===== src/rtl/multi_block_controller.sv =====
// Multi-block sprite controller: N_BLK movable rectangles, one selected at a time.
// Positions/background/selection update on clk edges (moves gated by tick); rgb is combinational.
// No flow control: inputs are sampled every cycle, outputs are always valid.
module multi_block_controller #(
  parameter int N_BLK  = 4,
  parameter int STEP   = 2,
  parameter int HALF_W = 5,
  parameter int HALF_H = 10,
  parameter int X_MIN  = 144,
  parameter int X_MAX  = 783,
  parameter int Y_MIN  = 35,
  parameter int Y_MAX  = 514
) (
  input  logic                       clk,
  input  logic                       rst,
  input  logic                       tick,
  input  logic                       bright,
  input  logic                       up,
  input  logic                       down,
  input  logic                       left,
  input  logic                       right,
  input  logic                       sel,
  input  logic [9:0]                 hCount,
  input  logic [9:0]                 vCount,
  output logic [11:0]                rgb,
  output logic [11:0]                background,
  output logic [$clog2(N_BLK)-1:0]   active_idx
);

  localparam int IW = $clog2(N_BLK);

  // 11-bit constants so wrap comparisons never underflow or overflow.
  localparam logic [10:0] STEP_W  = 11'(STEP);
  localparam logic [10:0] HW_W    = 11'(HALF_W);
  localparam logic [10:0] HH_W    = 11'(HALF_H);
  localparam logic [10:0] XMIN_W  = 11'(X_MIN);
  localparam logic [10:0] XMAX_W  = 11'(X_MAX);
  localparam logic [10:0] YMIN_W  = 11'(Y_MIN);
  localparam logic [10:0] YMAX_W  = 11'(Y_MAX);

  logic [9:0]       x [N_BLK];
  logic [9:0]       y [N_BLK];
  logic             sel_q;
  logic             sel_rise;
  logic [10:0]      cur_x;
  logic [10:0]      cur_y;
  logic [10:0]      nxt_x;
  logic [10:0]      nxt_y;
  logic [N_BLK-1:0] hit;

  assign sel_rise = sel & ~sel_q;
  assign cur_x    = {1'b0, x[active_idx]};
  assign cur_y    = {1'b0, y[active_idx]};

  // Next position of the selected block: right > left > up > down, one axis only.
  always_comb begin
    nxt_x = cur_x;
    nxt_y = cur_y;
    if (right) begin
      nxt_x = (cur_x + STEP_W > XMAX_W) ? XMIN_W : cur_x + STEP_W;
    end else if (left) begin
      nxt_x = (cur_x < XMIN_W + STEP_W) ? XMAX_W : cur_x - STEP_W;
    end else if (up) begin
      nxt_y = (cur_y < YMIN_W + STEP_W) ? YMAX_W : cur_y - STEP_W;
    end else if (down) begin
      nxt_y = (cur_y + STEP_W > YMAX_W) ? YMIN_W : cur_y + STEP_W;
    end
  end

  // Block positions: only the (pre-increment) selected block moves, and only on tick.
  always_ff @(posedge clk or posedge rst) begin
    if (rst) begin
      for (int i = 0; i < N_BLK; i++) begin
        x[i] <= 10'(X_MIN + 16 + 32 * i);
        y[i] <= 10'(Y_MIN + 16);
      end
    end else begin
      for (int i = 0; i < N_BLK; i++) begin
        if (tick && active_idx == IW'(i)) begin
          x[i] <= nxt_x[9:0];
          y[i] <= nxt_y[9:0];
        end
      end
    end
  end

  // Selection: one increment per sel rising edge, wrapping at N_BLK.
  always_ff @(posedge clk or posedge rst) begin
    if (rst) begin
      sel_q      <= 1'b0;
      active_idx <= '0;
    end else begin
      sel_q <= sel;
      if (sel_rise) begin
        if (active_idx == IW'(N_BLK - 1)) active_idx <= '0;
        else                              active_idx <= active_idx + IW'(1);
      end
    end
  end

  // Background colour tracks the last button seen on a tick: right > left > down > up.
  always_ff @(posedge clk or posedge rst) begin
    if (rst) begin
      background <= 12'hFFF;
    end else if (tick) begin
      if (right)      background <= 12'hFF0;
      else if (left)  background <= 12'h0FF;
      else if (down)  background <= 12'h0F0;
      else if (up)    background <= 12'h00F;
    end
  end

  // Per-block hit test, written as two one-sided compares to stay unsigned-safe.
  always_comb begin
    hit = '0;
    for (int i = 0; i < N_BLK; i++) begin
      hit[i] = ({1'b0, hCount} + HW_W >= {1'b0, x[i]}) &&
               ({1'b0, hCount} <= {1'b0, x[i]} + HW_W) &&
               ({1'b0, vCount} + HH_W >= {1'b0, y[i]}) &&
               ({1'b0, vCount} <= {1'b0, y[i]} + HH_W);
    end
  end

  // Pixel colour: blanking first, then the lowest-index hit block, else white.
  always_comb begin
    logic found;
    found = 1'b0;
    rgb   = 12'hFFF;
    if (!bright) begin
      rgb = 12'h000;
    end else begin
      for (int i = 0; i < N_BLK; i++) begin
        if (hit[i] && !found) begin
          found = 1'b1;
          if (active_idx == IW'(i)) rgb = 12'hFF0;
          else if ((i % 2) == 0)    rgb = 12'hF00;
          else                      rgb = 12'h0F0;
        end
      end
    end
  end

endmodule


===== config.mk =====
export PLATFORM = sky130hd
export DESIGN_NAME = multi_block_controller
export DESIGN_NICKNAME = d
export VERILOG_FILES = /design/src/rtl/multi_block_controller.sv
export SDC_FILE = /design/constraint.sdc
export NUM_CORES = 1
export LEC_CHECK = 0
export ABC_AREA = 1
export BUFFER_PORTS_ARGS = -buffer_cell sky130_fd_sc_hd__buf_2
export CORE_UTILIZATION = 40
export CTS_CLUSTER_DIAMETER = 30
export DETAILED_ROUTE_END_ITERATION = 8
export GPL_ROUTABILITY_DRIVEN = 0
export GPL_TIMING_DRIVEN = 1
export PLACE_DENSITY = 0.57
export SYNTH_ARGS = -nofsm -noshare
export SYNTH_HDL_FRONTEND = slang
export SYNTH_SLANG_ARGS = --single-unit

===== constraint.sdc =====
create_clock -name clk -period 4.6 [get_ports clk]
set_input_delay 0.23 -clock clk [delete_from_list [all_inputs] [get_ports clk]]
set_output_delay 0.23 -clock clk [all_outputs]
set_load 0.02 [all_outputs]

==> results.toml <==
[outcome]
outcome = "completed"

[clock_network]
cts_root_buffer = "sky130_fd_sc_hd__clkbuf_16"
cts_tree = "built"
postCtsSetupRepairBufs = 0
cts-buffers-inserted = 9
cts-root-to-sink-buffers = 2
htree_num_levels = 3
worstSkewPairLatency_ns = 0.34
cts_num_sinks = 86
post_cts_resized = 0
clk_pin_slew_worst_paths_ns = 0.07

[floorplan]
io_pins = 55
initial_utilization_pct = 41.00
rows = 60
fp.dieW_um = 168.7
die_footprint_um2 = 28450
core_area_um2 = 27100
die-height_um = 168.7

[grt]
antenna_found_initial = 0
first_pass_grt_wire_length_um = 57790
grt_pass1_vias = 10400
globalRoute.totalOverflow = 0
grt_start_max_net_pins = 56
global_route.usage.total_pct = 26.34

[placement]
port_buffers = 54
numPlacedInstances = 2054
detailedPlacementHpwl_um = 29230

[critical_path]
setup.worst_path.end_class = "output port"
worstPathRequired_ns = 4.37
cp_max_fo = 4
crit_path_start_kind = "register"
worstSetupPathType = "reg2out"
crit_arrival_ns = 3.75

[routing]
route.vias.total = 11250
postRouteAntennaNets = 0
post_drt_via_cell_ratio = 5.431
dr.first_iter.drc_count = 854
dr.pass1.iters = 5
drt_drc_violations_left = 0
route.final.wire_length_um = 36990
routed_wire_length_per_instance_um = 17.86

[logic_synthesis]
postSynthAreaPerCell_um2 = 6.653
dominantRegCellSynth = "sky130_fd_sc_hd__dfrtp_1"
synthesis.nets = 1875
synth_async_sr_flop_share_pct = 100.0
number_of_synthesized_flops_with_an_enable_pin = 0
synthesis.yosys.warnings = 0
synthCells = 1670
mappedNetlistArea_um2 = 11110
synth-seq-area-share_pct = 19.67
netlist-cell-type-count = 49
synth_seq_cells = 86

[sta]
timing.max_slew.rel_slack_pct = 39.26
hold_viol = 0
finalSetupViolations = 0
min_period_ns = 3.978
final_max_slew_viol_count = 0
fin_crit_sh_pct = 86.48
highest_clock_rate_mhz = 251.4
fin_skew_ns = 0.007096
max_slew.worst_pin.slew_ns = 0.9101
grt_setup_unrepaired = "no"
timing.setup.tns_ns = 0

[power]
power.density_nw_per_um2 = 687.3
ir_drop_mv = 0.2327
total_leakage_power_nw = 6.111

[finish]
finish.net_count = 1899
layout.cells.non_filler = 2071
final_layout_size_suffix_gt1_share_pct = 8.946
areaGrowthSynthToFinish_pct = 7.286
insertedDiodeCount = 0

[flow_run]
max-cap-violations = 0

[hold_path]
worstHoldPathType = "in2reg"
-- what timing repair did --
item                                    4_1_cts  5_1_grt
hold buffers                                  1        0
endpoints found under the hold margin        24        0
endpoints found under the setup margin        0        0
-- cell type report --
type | count | area [µm²]
multi-input cells | 1347 | 7896
clock buffers | 13 | 271.5
well taps | 372 | 465.4
clock inverters | 3 | 41.29
fillers | 2885 | 15180
flip-flops and latches | 86 | 2187
repair buffers | 67 | 370.4
inverters | 183 | 688.2
-- flip-flops by register name, summed over array words and instances (netlist names) --
name,cells
x,40
y,40
background,3
active_idx,2
sel_q,1
-- report_power, final --
group / switching [mW] / internal (mW)
combinational: 3.76 / 1.93
clock: 0.302 / 0.469
sequential: 0.586 / 1.15
-- path summary, 6_finish.rpt --
| path | to | cells past startpoint | start | slack, ns |
|---|---|---|---|---|
| max | rgb[11] | 18 | x[10] | 0.62 |
| min | sel_q | 1 | sel | 0.02 |
| max reg2reg | x[14] | 18 | active_idx[0] | 1.40 |
| min reg2reg | background[7] | 2 | background[7] | 0.49 |
| max in group asynchronous | active_idx[0] | 4 | rst | 2.95 |
| min in group asynchronous | sel_q | 3 | rst | 0.47 |
-- worst max-delay path: stages (launching register included) --
cell                      delay [ns]
sky130_fd_sc_hd__dfrtp_1        0.41
sky130_fd_sc_hd__inv_1          0.10
sky130_fd_sc_hd__o21ai_0        0.35
sky130_fd_sc_hd__nand3_1        0.19
sky130_fd_sc_hd__nor3_1         0.29
sky130_fd_sc_hd__nand3_1        0.13
sky130_fd_sc_hd__xor2_1         0.16
sky130_fd_sc_hd__ha_1           0.31
sky130_fd_sc_hd__nand4_1        0.09
sky130_fd_sc_hd__nor4_1         0.28
sky130_fd_sc_hd__nor2_1         0.09
sky130_fd_sc_hd__nand2_1        0.08
sky130_fd_sc_hd__nand3_1        0.10
sky130_fd_sc_hd__nor2_1         0.18
sky130_fd_sc_hd__nor2_1         0.07
sky130_fd_sc_hd__nand3_1        0.08
sky130_fd_sc_hd__nand2_1        0.06
sky130_fd_sc_hd__nor2_1         0.22
sky130_fd_sc_hd__buf_2          0.22
-- logic make-up after synthesis --
| logic type | Yosys count | synth area share (%) |
|---|---|---|
| and+or+nand+nor | 873 | 33.61 |
| buffers and inverters | 237 | 9.257 |
| AOI/OAI and AO/OA | 210 | 10.70 |
| adders and majority gates | 176 | 19.82 |
| xor gates and xnor gates | 88 | 6.937 |
| DFF | 86 | 19.67 |
-- stage by stage --
stage | setup WS, ns | power, mW | hold slack, ns | utilization [%] | instance area (µm²)
global placement | 1.023 | 7.248 | 0.2944 | 42.79 | 11600
detailed placement | 0.8794 | 7.308 | 0.2978 | 42.79 | 11600
global route | 0.2828 | 9.029 | 0.02064 | 43.98 | 11920
floorplan | 1.031 | 5.735 | 0.2614 | - | 11110
finish | 0.6217 | 8.193 | 0.01570 | 43.98 | 11920
CTS | 0.5874 | 8.116 | 0.006552 | 43.98 | 11920
-- synthesized netlist by cell type, types with 2 or more instances --
master / number / area [µm²]
sky130_fd_sc_hd__o21bai_1: 3 / 22.52
sky130_fd_sc_hd__o211ai_1: 15 / 112.6
sky130_fd_sc_hd__inv_2: 10 / 37.54
sky130_fd_sc_hd__dfrtp_1: 59 / 1476
sky130_fd_sc_hd__xor2_1: 81 / 709.4
sky130_fd_sc_hd__ha_1: 176 / 2202
sky130_fd_sc_hd__clkbuf_1: 16 / 60.06
sky130_fd_sc_hd__a31oi_1: 3 / 18.77
sky130_fd_sc_hd__a21oi_1: 98 / 490.5
sky130_fd_sc_hd__a211o_1: 2 / 17.52
sky130_fd_sc_hd__nor4_1: 13 / 81.33
sky130_fd_sc_hd__o21ai_1: 12 / 60.06
sky130_fd_sc_hd__nor3_1: 28 / 140.1
sky130_fd_sc_hd__o22ai_1: 2 / 12.51
sky130_fd_sc_hd__dfstp_2: 27 / 709.4
sky130_fd_sc_hd__inv_1: 170 / 638.1
sky130_fd_sc_hd__a21o_1: 5 / 37.54
sky130_fd_sc_hd__a211oi_1: 5 / 37.54
sky130_fd_sc_hd__nand4_1: 38 / 237.7
sky130_fd_sc_hd__xnor2_1: 7 / 61.31
sky130_fd_sc_hd__nand3b_1: 5 / 37.54
sky130_fd_sc_hd__nand3_1: 126 / 630.6
sky130_fd_sc_hd__o21ai_0: 52 / 260.3
sky130_fd_sc_hd__a32oi_1: 2 / 17.52
sky130_fd_sc_hd__buf_6: 5 / 56.30
sky130_fd_sc_hd__o21a_1: 3 / 22.52
sky130_fd_sc_hd__nand2_4: 2 / 22.52
sky130_fd_sc_hd__nand3_2: 3 / 30.03
sky130_fd_sc_hd__buf_4: 24 / 180.2
sky130_fd_sc_hd__buf_2: 9 / 45.04
sky130_fd_sc_hd__nor2_2: 7 / 43.79
sky130_fd_sc_hd__nand2_1: 525 / 1971
sky130_fd_sc_hd__nand2_2: 14 / 87.58
sky130_fd_sc_hd__clkinv_1: 3 / 11.26
sky130_fd_sc_hd__nor2_1: 106 / 397.9
-- cells in the final DEF, fill, tap and decap left out, types with 2 or more instances in the layout --
cell	Yosys	routed
sky130_fd_sc_hd__o21bai_1	3	3
sky130_fd_sc_hd__clkinv_2	0	2
sky130_fd_sc_hd__clkbuf_1	16	2
sky130_fd_sc_hd__xnor2_1	7	7
sky130_fd_sc_hd__o21a_1	3	3
sky130_fd_sc_hd__nand4_1	38	38
sky130_fd_sc_hd__nor3_1	28	28
sky130_fd_sc_hd__nor4_1	13	13
sky130_fd_sc_hd__o21ai_1	12	12
sky130_fd_sc_hd__inv_1	170	169
sky130_fd_sc_hd__ha_1	176	176
sky130_fd_sc_hd__nand3_1	126	126
sky130_fd_sc_hd__o22ai_1	2	2
sky130_fd_sc_hd__nand2_1	525	525
sky130_fd_sc_hd__nand3b_1	5	5
sky130_fd_sc_hd__a211o_1	2	2
sky130_fd_sc_hd__a31oi_1	3	3
sky130_fd_sc_hd__nand2_4	2	2
sky130_fd_sc_hd__inv_2	10	10
sky130_fd_sc_hd__a211oi_1	5	5
sky130_fd_sc_hd__buf_2	9	54
sky130_fd_sc_hd__nand3_2	3	3
sky130_fd_sc_hd__xor2_1	81	81
sky130_fd_sc_hd__clkinv_1	3	3
sky130_fd_sc_hd__a32oi_1	2	2
sky130_fd_sc_hd__dfstp_2	27	27
sky130_fd_sc_hd__buf_4	24	12
sky130_fd_sc_hd__a21o_1	5	5
sky130_fd_sc_hd__nor2_2	7	7
sky130_fd_sc_hd__nor2_1	106	106
sky130_fd_sc_hd__o21ai_0	52	52
sky130_fd_sc_hd__dfrtp_1	59	58
sky130_fd_sc_hd__nand2_2	14	14
sky130_fd_sc_hd__o211ai_1	15	15
sky130_fd_sc_hd__clkbuf_16	0	10
sky130_fd_sc_hd__a21oi_1	98	98
-- routing by layer --
metal | vias to the layer above | wire length [µm] | global-route usage, %
li1 | 5558 | - | -
met1 | 5253 | 18380 | 39.89
met2 | 386 | 15090 | 39.31
met3 | 51 | 2684 | 2.385
met4 | 0 | 835 | 7.431
met5 | - | 0 | 0
(Power assumes the default switching activity.)
